File: config.mk
export PLATFORM = sky130hd
export DESIGN_NAME = align_out_framer
export DESIGN_NICKNAME = d
export VERILOG_FILES = /design/src/rtl/align_out_framer_pkg.sv /design/src/rtl/align_out_framer_lifo.sv /design/src/rtl/align_out_framer.sv
export SDC_FILE = /design/constraint.sdc
export NUM_CORES = 1
export LEC_CHECK = 0
export ABC_AREA = 1
export BUFFER_PORTS_ARGS = -buffer_cell sky130_fd_sc_hd__buf_2
export CORE_MARGIN = 10
export CORE_UTILIZATION = 46
export CTS_BUF_LIST = sky130_fd_sc_hd__clkbuf_2
export CTS_CLUSTER_DIAMETER = 100
export CTS_CLUSTER_SIZE = 20
export DETAILED_ROUTE_END_ITERATION = 8
export PLACE_DENSITY = 0.67
export SKIP_CTS_REPAIR_TIMING = 1
export SLEW_MARGIN = 10
export SYNTH_ARGS = -nofsm -noshare
export SYNTH_HDL_FRONTEND = slang
export SYNTH_SLANG_ARGS = --single-unit
File: constraint.sdc
create_clock -name clk -period 6.3 [get_ports clk]
set_input_delay 1.26 -clock clk [delete_from_list [all_inputs] [get_ports clk]]
set_output_delay 1.26 -clock clk [all_outputs]
set_load 0.01 [all_outputs]
File: src/rtl/align_out_framer_pkg.sv
// Shared constants and types for the alignment output framer: stream markers,
// letter codes, framer states and the default stack depth.
package design_variables;

    localparam int          DEPTH_DEFAULT = 32;
    localparam logic [2:0]  START_OUTPUT  = 3'b111;
    localparam logic [2:0]  END_OUTPUT    = 3'b111;

    typedef enum logic [2:0] {
        LETTER_A   = 3'b000,
        LETTER_C   = 3'b001,
        LETTER_G   = 3'b010,
        LETTER_T   = 3'b011,
        LETTER_GAP = 3'b100
    } letter_e;

    typedef enum logic [1:0] {
        ST_FILL,
        ST_START,
        ST_DRAIN,
        ST_END
    } framer_state_e;

    // Codes above GAP are illegal.
    function automatic logic is_legal(input logic [2:0] code);
        return code <= 3'(LETTER_GAP);
    endfunction

endpackage

File: src/rtl/align_out_framer_lifo.sv
// align_lifo: DEPTH x WIDTH stack with a registered top-of-stack and a
// look-ahead read of the entry below it, so pops can feed a registered output.
module align_lifo #(
    parameter  int DEPTH = 32,
    parameter  int WIDTH = 3,
    localparam int CW    = $clog2(DEPTH + 1)
) (
    input  logic             clk,
    input  logic             rst_n,
    input  logic             i_push,
    input  logic [WIDTH-1:0] i_data,
    input  logic             i_pop,
    input  logic             i_clear,
    output logic [CW-1:0]    o_count,
    output logic [WIDTH-1:0] o_top,
    output logic [WIDTH-1:0] o_below,
    output logic             o_full,
    output logic             o_empty
);

    localparam int AW = (DEPTH > 1) ? $clog2(DEPTH) : 1;

    logic [WIDTH-1:0] r_mem [DEPTH];
    logic [CW-1:0]    r_count;
    logic [WIDTH-1:0] r_top;
    logic             w_do_push;
    logic             w_do_pop;
    logic [AW-1:0]    w_wr_idx;
    logic [AW-1:0]    w_below_idx;

    assign o_full      = (r_count == CW'(DEPTH));
    assign o_empty     = (r_count == '0);
    assign w_do_push   = i_push && !o_full;
    assign w_do_pop    = i_pop && !o_empty;
    assign w_wr_idx    = r_count[AW-1:0];
    assign w_below_idx = (r_count >= CW'(2)) ? AW'(r_count - CW'(2)) : '0;

    assign o_count = r_count;
    assign o_top   = r_top;
    assign o_below = r_mem[w_below_idx];

    // NOTE: storage has no reset; r_count alone decides which entries are live.
    always_ff @(posedge clk) begin
        if (w_do_push) r_mem[w_wr_idx] <= i_data;
    end

    // NOTE: all sequential state uses non-blocking assignments so every flop
    // samples pre-edge values regardless of statement order.
    always_ff @(posedge clk or negedge rst_n) begin
        if (!rst_n) begin
            r_count <= '0;
            r_top   <= '0;
        end else if (i_clear) begin
            r_count <= '0;
            r_top   <= '0;
        end else if (w_do_push) begin
            r_count <= r_count + CW'(1);
            r_top   <= i_data;
        end else if (w_do_pop) begin
            r_count <= r_count - CW'(1);
            r_top   <= (r_count >= CW'(2)) ? r_mem[w_below_idx] : '0;
        end
    end

endmodule

File: src/rtl/align_out_framer.sv
// align_out_framer: buffers end-to-start traceback letters in a LIFO and emits
// each alignment as START_OUTPUT, letters start-to-end, END_OUTPUT.
// Optional feature macro ALIGN_FRAMER_LEN_EN adds the out_len port.
module align_out_framer
    import design_variables::*;
#(
    parameter  int DEPTH        = DEPTH_DEFAULT,
    parameter  int LETTER_WIDTH = 3,
    localparam int CW           = $clog2(DEPTH + 1)
) (
    input  logic                    clk,
    input  logic                    rst_n,
    input  logic                    in_valid,
    input  logic [LETTER_WIDTH-1:0] in_letter,
    input  logic                    in_last,
    output logic                    in_ready,
    output logic                    out_valid,
    output logic [LETTER_WIDTH-1:0] out_letter,
    input  logic                    out_ready,
    output logic                    busy,
    output logic                    overflow,
    output logic                    illegal
`ifdef ALIGN_FRAMER_LEN_EN
    ,
    output logic [CW-1:0]           out_len
`endif
);

    framer_state_e           r_state;
    logic                    r_in_ready;
    logic                    r_out_valid;
    logic [LETTER_WIDTH-1:0] r_out_letter;
    logic                    r_busy;
    logic                    r_overflow;
    logic                    r_illegal;

    logic                    w_transfer;
    logic                    w_legal;
    logic                    w_push;
    logic                    w_pop;
    logic                    w_clear;
    logic [CW-1:0]           w_count;
    logic [LETTER_WIDTH-1:0] w_top;
    logic [LETTER_WIDTH-1:0] w_below;
    logic                    w_full;
    logic                    w_empty;

    assign w_transfer = in_valid && r_in_ready;
    assign w_legal    = is_legal(in_letter);
    assign w_push     = w_transfer && w_legal;
    assign w_pop      = (r_state == ST_DRAIN) && out_ready;
    assign w_clear    = (r_state == ST_END) && out_ready;

    align_lifo #(
        .DEPTH (DEPTH),
        .WIDTH (LETTER_WIDTH)
    ) u_lifo (
        .clk     (clk),
        .rst_n   (rst_n),
        .i_push  (w_push),
        .i_data  (in_letter),
        .i_pop   (w_pop),
        .i_clear (w_clear),
        .o_count (w_count),
        .o_top   (w_top),
        .o_below (w_below),
        .o_full  (w_full),
        .o_empty (w_empty)
    );

`ifdef ALIGN_FRAMER_LEN_EN
    logic [CW-1:0] r_frame_len;
    logic [CW-1:0] r_out_len;
    assign out_len = r_out_len;
`endif

    // Output words are loaded one edge ahead, so out_ready never reaches out_letter combinationally.
    always_ff @(posedge clk or negedge rst_n) begin
        if (!rst_n) begin
            r_state      <= ST_FILL;
            r_in_ready   <= 1'b1;
            r_out_valid  <= 1'b0;
            r_out_letter <= '0;
            r_busy       <= 1'b0;
            r_overflow   <= 1'b0;
            r_illegal    <= 1'b0;
`ifdef ALIGN_FRAMER_LEN_EN
            r_frame_len  <= '0;
            r_out_len    <= '0;
`endif
        end else begin
            unique case (r_state)
                ST_FILL: begin
                    if (w_transfer) begin
                        if (!w_legal)    r_illegal  <= 1'b1;
                        else if (w_full) r_overflow <= 1'b1;
                        else             r_busy     <= 1'b1;
                        if (in_last) begin
                            r_state      <= ST_START;
                            r_in_ready   <= 1'b0;
                            r_out_valid  <= 1'b1;
                            r_out_letter <= START_OUTPUT;
                            r_busy       <= 1'b1;
                        end
                    end
                end
                ST_START: begin
                    if (out_ready) begin
`ifdef ALIGN_FRAMER_LEN_EN
                        r_frame_len <= w_count;
`endif
                        if (!w_empty) begin
                            r_state      <= ST_DRAIN;
                            r_out_letter <= w_top;
                        end else begin
                            r_state      <= ST_END;
                            r_out_letter <= END_OUTPUT;
                        end
                    end
                end
                ST_DRAIN: begin
                    if (out_ready) begin
                        if (w_count == CW'(1)) begin
                            r_state      <= ST_END;
                            r_out_letter <= END_OUTPUT;
`ifdef ALIGN_FRAMER_LEN_EN
                            r_out_len    <= r_frame_len;
`endif
                        end else begin
                            r_out_letter <= w_below;
                        end
                    end
                end
                ST_END: begin
                    if (out_ready) begin
                        r_state      <= ST_FILL;
                        r_in_ready   <= 1'b1;
                        r_out_valid  <= 1'b0;
                        r_out_letter <= '0;
                        r_busy       <= 1'b0;
                        r_overflow   <= 1'b0;
                        r_illegal    <= 1'b0;
`ifdef ALIGN_FRAMER_LEN_EN
                        r_out_len    <= '0;
`endif
                    end
                end
                default: r_state <= ST_FILL;
            endcase
        end
    end

    assign in_ready   = r_in_ready;
    assign out_valid  = r_out_valid;
    assign out_letter = r_out_letter;
    assign busy       = r_busy;
    assign overflow   = r_overflow;
    assign illegal    = r_illegal;

endmodule

---- Word level (Yosys, flattened, before mapping) ----
Memories as Yosys holds them, arrays and structs flattened.
Index checks and enable logic that the tools add are counted.
word-level totals
  flip-flop bits (word level) ............. 19
  memories ................................ 1
  memory bits (writable) .................. 96
  logic and storage cells ................. 95
  bits in latches ......................... 0
  bits of input ports ..................... 8
  bits in read-only memories .............. 0
cells by class
  muxes and demuxes ....................... 46
  equality and inequality tests ........... 16
  reduce and logical (&&, ||, !) cells .... 18
  multiply operators ...................... 0
  add/subtract/negate cells ............... 3
  bitwise operators ....................... 0
  $lt $le $gt $ge ......................... 2
  div/mod/pow operators ................... 0
  shifts and indexed selects .............. 0
memory list
  name          words  width  read ports  clocked after Yosys merged registers in  wr ports  line                         text
  u_lifo.r_mem  32     3      1           0                                        1         align_out_framer_lifo.sv:23  logic [WIDTH-1:0] r_mem [DEPTH];
operators with widths
  operator                                                count
  two-way mux 3 bit                                       11
  two-way mux 1 bit                                       18
  two-way mux 6 bit                                       3
  AND reduction 5 bit                                     3
  inequality test 2 bit (second input constant)           7
  two-way mux 2 bit                                       6
  case mux 3 bit (4 select lines)                         1
  case mux 1 bit (2 select lines)                         5
  case mux 2 bit (4 select lines)                         1
  AND reduction 4 bit                                     2
  adder 6 x 1 -> 6 bit (second input constant)            1
  equality test 6 x 1 -> 1 bit (second input constant)    1
  equality test 6 bit (second input constant)             1
  >= comparator 6 x 2 -> 1 bit (second input constant)    1
  logical AND 1 bit                                       6
  logical NOT 6 bit                                       1
  inequality test 3 bit (second input constant)           2
  AND reduction 6 bit                                     1
  subtractor 6 x 1 -> 6 bit (second input constant)       1
  two-way mux 5 bit                                       1
  subtractor 5 x 2 -> 5 bit (second input constant)       1
  equality test 2 bit (second input constant)             2
  inequality test 2 x 1 -> 1 bit (second input constant)  2
  less-or-equal comparator 3 bit (second input constant)  1
  other kinds (5)                                         6

---- Depth between registers and ports, before layout ----
An unclocked memory read counts as a cell.
  depth in word-level cells ............... 7
  depth in mapped cells ................... 19

---- Modules after synthesis ----
From an unflattened synthesis, not the netlist that was laid out.
unflattened totals
  cells, all modules ...................... 570
  area, all modules ....................... 5,547.8 sq um
modules (own cells, without submodules)
  module            sequential area each (sq um)  area each (sq um)  times used  cells an instance
  align_lifo        3,108.0                       4,824.6            1           456
  align_out_framer  251.5                         723.2              1           114

---- Worst setup path after synthesis ----
No wires, ideal clock.
  path kind ............................... input to register
  start point ............................. input in_letter[1]
  end point ............................... memory u_lifo.r_mem[0][0] (enable)
  buffers on the path ..................... 1
  arrival ................................. 2.226 ns
  stages on the path ...................... 6
  setup slack ............................. 3.755 ns
  path through ............................ o21ai_0 -> nand2_1 -> nor2_2 -> buf_2 -> nand2_1 -> nor2_1
between the ends
  cells in the longest elaborated chain, start to end .. 5
ends and longest elaborated chain
  item                                     line                         text
  start, declared                          align_out_framer.sv:14       input logic [LETTER_WIDTH-1:0] in_letter,
  less-or-equal comparator 3 bit           align_out_framer_pkg.sv:26   return code <= 3'(LETTER_GAP);
  logical AND 1 bit                        align_out_framer.sv:50       assign w_push = w_transfer && w_legal;
  logical AND 1 bit                        align_out_framer_lifo.sv:33  assign w_do_push = i_push && !o_full;
  two-way mux 1 bit                        align_out_framer_lifo.sv:44  if (w_do_push) r_mem[w_wr_idx] <= i_data;
  two-way mux 1 bit (not written as such)  align_out_framer_lifo.sv:44
  end, declared                            align_out_framer_lifo.sv:23
No other way between the ends.

---- Worst setup path in the final report ----
  start point ............................. register u_lifo.r_count[0] (netlist: u_lifo.o_count[0])
  end point ............................... register r_out_letter[1] (netlist: out_letter[1])
between the ends
  cells in the longest elaborated chain, start to end .. 6
  elaborated cells on any way between the ends .. 11
  those cells by class .................... add/sub (1); order compare (1); eq/ne (1); mux (6); reduce/logical (1); memory (1)
ends and longest elaborated chain
  item                                                                       line                         text
  start, declared                                                            align_out_framer_lifo.sv:24  logic [CW-1:0] r_count;
  start signal, assigned                                                     align_out_framer_lifo.sv:57  r_count <= r_count + CW'(1);
  start signal, assigned                                                     align_out_framer_lifo.sv:60  r_count <= r_count - CW'(1);
  subtractor 5 x 2 -> 5 bit or >= comparator 6 x 2 -> 1 bit (tied branches)  align_out_framer_lifo.sv:36  assign w_below_idx = (r_count >= CW'(2)) ? AW'(r_count - CW'(2)) : '0;
  two-way mux 5 bit                                                          align_out_framer_lifo.sv:36
  memory (32 x 3 bit)                                                        --
  two-way mux 3 bit                                                          align_out_framer.sv:123      if (w_count == CW'(1)) begin
  two-way mux 3 bit                                                          align_out_framer.sv:122      if (out_ready) begin
  case mux 3 bit (4 select lines) (*)                                        align_out_framer.sv:92       unique case (r_state)
  end signal, assigned                                                       align_out_framer.sv:114      r_out_letter <= w_top;
  end signal, assigned                                                       align_out_framer.sv:130      r_out_letter <= w_below;
  end, declared                                                              align_out_framer.sv:32       logic [LETTER_WIDTH-1:0] r_out_letter;
Every way passes the cells marked *; elsewhere a longest branch is shown, timed or not. The select of a mux whose other input is x is not followed.
A chain may end at the register's enable or synchronous reset.

==> impl_results.md <==
- Row Count: 39
- Fmax achieved: roughly 260 MHz
- Synth top area cells: edfxtp_1 (53%), nand3_1 (10%), dfrtp_1 (8.3%)
- Layout cells sized above 1: 0.119
- Total die area: approximately 17000 um^2
- Clk_lat worst skew: around 0.72 ns
- Main combinational cell family by area after synthesis: simple AND/OR/NAND/NOR gates
- Fin crit share: 0.610
- Netlist Area Pre-Place: about 5500 um^2
- Most common flop cell mapped by yosys: edfxtp_1
- GRT Residual Overflow: 0
- Endpoints failing hold: 0
- Sinks on Clock Net: about 120
- Ys async rst share: 0.165
- Worst Max-Slew Pin Slew: just over 0.7 ns
- Core area: between 10000 and 15000 um^2
- P_leak: about 2.3 nW
- Global Route met1 Usage: 0.213
- YS warnings: 0
- Initial antenna violation count: 1
- Slew margin rel.: 0.514
- CTS H-tree depth: 4
- Area leader, netlist: edfxtp_1
- Xor-xnor portion of the synthesized cell area: 0.00803
- Drt initial violations: between 400 and 500
- Critical Path AT: 4.48 ns
- Sequential power share: 0.335
- RSZ-0062 raised after global routing: false
- Hold crit path type: input pin to asynchronous set/reset pin
- Critical Path Start: u_lifo.o_count[0]
- Synthesized flop and latch total: ~120
- Root Buffer: clkbuf_2
- Reg2reg start: u_lifo.o_count[0]
- Internal power: approximately 1.5 mW
- Layout fillers: approximately 1000
- Syn Nets: approximately 560
- Register area share after synthesis: 0.616
- Initial Util: 0.473
- Most common cell in the netlist: nand2_1
- DRC Markers: 0
- Worst setup EP type: flip-flop
- Status: complete, no violations
- Via density: between 5 and 6
- Final setup vio count: 0
- HPWL Detailed: approximately 8.5 mm
- Clk buf depth: 2
- Tmin final: around 3.8 ns
- Pin count of the biggest net entering global routing: 60
- PwrDens: about 480 nW/um^2
- Worst-path clk slew: 0.17 ns
- Clk network pwr share: 0.187
- Post-synthesis compound-gate area fraction: 0.0459
- Unique masters post-synth: 33
- WS Path Type: flip-flop to flip-flop
- CP required: approximately 7 ns
- Psw: approximately 1.3 mW
- Via count: 4096
- Post-synthesis adder-cell area fraction: 0.0275
- # port buffers: 15
- Worst vdd ir: between 0.00015 and 0.0002 V
- Global-route wire length before repair: approximately 21 mm
- Gate power share: 0.478
- Number of max-cap violations: 0
- Share of the synthesized area in the top cell type: 0.529
- Vias in the first global route: 3870
- Commonest cells in the netlist: nand2_1 (118), nand3_1 (114), edfxtp_1 (96)
- Placed inst area: about 5600 um^2
- Mux cell area share after synthesis: 0.00207
- Post-route cell area: between 5000 and 6000 um^2
- Post-synthesis average cell area: 10.0 um^2
- Crit path launch type: flip-flop
- Final setup TNS: 0 ns
- CTS tree: done
- Clock skew: 0.0426 ns
- Final nets: about 580
- Count of final max-slew check failures: 0
- Antenna-violating nets left: 0
- Post-synthesis simple-gate area fraction: 0.245
- Post-synthesis cell count: about 540
- Router iterations before antenna repair: 8
- Area Overhead vs Synth: 7.60%
- Ports: 16
- Switching part of the total power: 0.456
- DIE WIDTH: approximately 130 um
- GRT Resource Usage Total: 0.164
- GRT met2 Usage: 0.258
- GRT met3 Usage: 0.0452
- Busiest grt layer: met2
- Gpl congestion: between 0.8 and 0.9
- Die height: around 130 um
- Final wirelength: 13.0 mm
- Worst Path Max Fanout: 59
- Count of flip-flops with a built-in enable after synthesis: between 90 and 100
- CTS buffer count: 17
- Wire length per cell: approximately 18 um
power groups by stage:
| stage | combinational (mW) | sequential (mW) | clock (mW) |
|---|---|---|---|
| global placement | 1.31 | 0.962 | 0 |
| CTS | 1.33 | 0.947 | 0.536 |
| global route | 1.51 | 0.957 | 0.568 |
| floorplan | 1.03 | 0.959 | 0 |
| finish | 1.35 | 0.948 | 0.529 |
| detailed placement | 1.32 | 0.965 | 0 |
per-layer routing:
metal / routed length (um) / vias to the layer above
met4: 275 / 0
li1: - / 1907
met2: 6190 / 156
met5: 0 / -
met3: 828 / 37
met1: 5730 / 1996
state kept, by name, indices dropped and copies added, names as in the netlist:
register and cells:
busy 1, illegal 1, in_ready 1, out_letter 3
out_valid 1, overflow 1, r_state 2, u_lifo.o_count 6
u_lifo.o_top 3, u_lifo.r_mem 96
per-stage QoR:
| stage | power (mW) | hold WS (ns) | util | instances | setup slack (ns) |
|---|---|---|---|---|---|
| after floorplan | 1.99 | 0.449 | - | 543 | 3.75 |
| after global placement | 2.27 | 0.469 | 0.486 | 681 | 2.52 |
| after detailed placement | 2.29 | 0.468 | 0.486 | 681 | 2.53 |
| after CTS | 2.81 | 0.422 | 0.509 | 713 | 2.57 |
| after global routing | 3.04 | 0.435 | 0.509 | 714 | 2.08 |
| final | 2.83 | 0.465 | 0.509 | 714 | 2.46 |
critical path, stage by stage, from the launching register on:
cell and delay, ns:
dfrtp_1 0.36, buf_4 0.47, inv_1 0.31, ha_1 0.29
nor2_1 0.17, nand3_2 0.09, buf_4 0.26, nand2_1 0.56
inv_1 0.41, nand3_1 0.20, nand3_1 0.09, nand3_1 0.08
nand3_1 0.12, nand3_1 0.11, nand2_1 0.07, a21oi_1 0.15
logic make-up (layout without fill, tap and decap cells):
family                     Yosys count  after routing
muxes                                1              1
and+or+nand+nor                    300            300
DFF                                115            115
adders and majority gates           12             12
AOI/OAI and AO/OA                   41             41
other                                0              1
xor gates and xnor gates             5              5
buffers and inverters               69             96
area by class of cell:
cell class | count | area, um^2 | area share
well taps | 143 | 179 | 0.0305
clock buffers | 18 | 90.1 | 0.0154
repair buffers | 17 | 90.1 | 0.0154
inverters | 47 | 176 | 0.0301
clock inverters | 14 | 176 | 0.0301
flip-flops and latches | 115 | 3360 | 0.573
diodes | 1 | 2.50 | 0.000427
multi-input cells | 359 | 1790 | 0.305
cell usage in the layout (no fill, tap or decap):
| cell type | instances |
|---|---|
| a211oi_2 | 1 |
| a21oi_1 | 13 |
| a31oi_1 | 1 |
| buf_2 | 15 |
| buf_4 | 2 |
| bufinv_16 | 3 |
| clkbuf_2 | 18 |
| clkinv_1 | 1 |
| clkinv_2 | 2 |
| clkinv_4 | 4 |
| clkinvlp_4 | 2 |
| dfrtp_1 | 18 |
| dfstp_2 | 1 |
| diode_2 | 1 |
| edfxtp_1 | 96 |
| ha_1 | 12 |
| inv_1 | 42 |
| inv_2 | 4 |
| inv_6 | 3 |
| mux2_2 | 1 |
| nand2_1 | 118 |
| nand2_2 | 2 |
| nand3_1 | 114 |
| nand3_2 | 1 |
| nand3b_1 | 6 |
| nand4_1 | 2 |
| nor2_1 | 48 |
| nor2_2 | 2 |
| nor2_4 | 1 |
| o2111ai_1 | 6 |
| o211a_1 | 1 |
| o211ai_1 | 3 |
| o21ai_0 | 13 |
| o21ai_1 | 2 |
| o22ai_1 | 1 |
| or2_2 | 6 |
| xor2_1 | 5 |
worst paths after layout:
kind | to | slack (ns) | cells past startpoint
setup / recovery | out_letter[1] | 2.46 | 15
hold / removal | r_state[1] | 0.46 | 1
setup reg to reg | out_letter[1] | 2.46 | 15
hold reg to reg | illegal | 0.51 | 2
max in group asynchronous | in_ready | 5.48 | 1
min in group clk | illegal | 0.51 | 2
No activity file was read; power rests on OpenSTA's default activity.
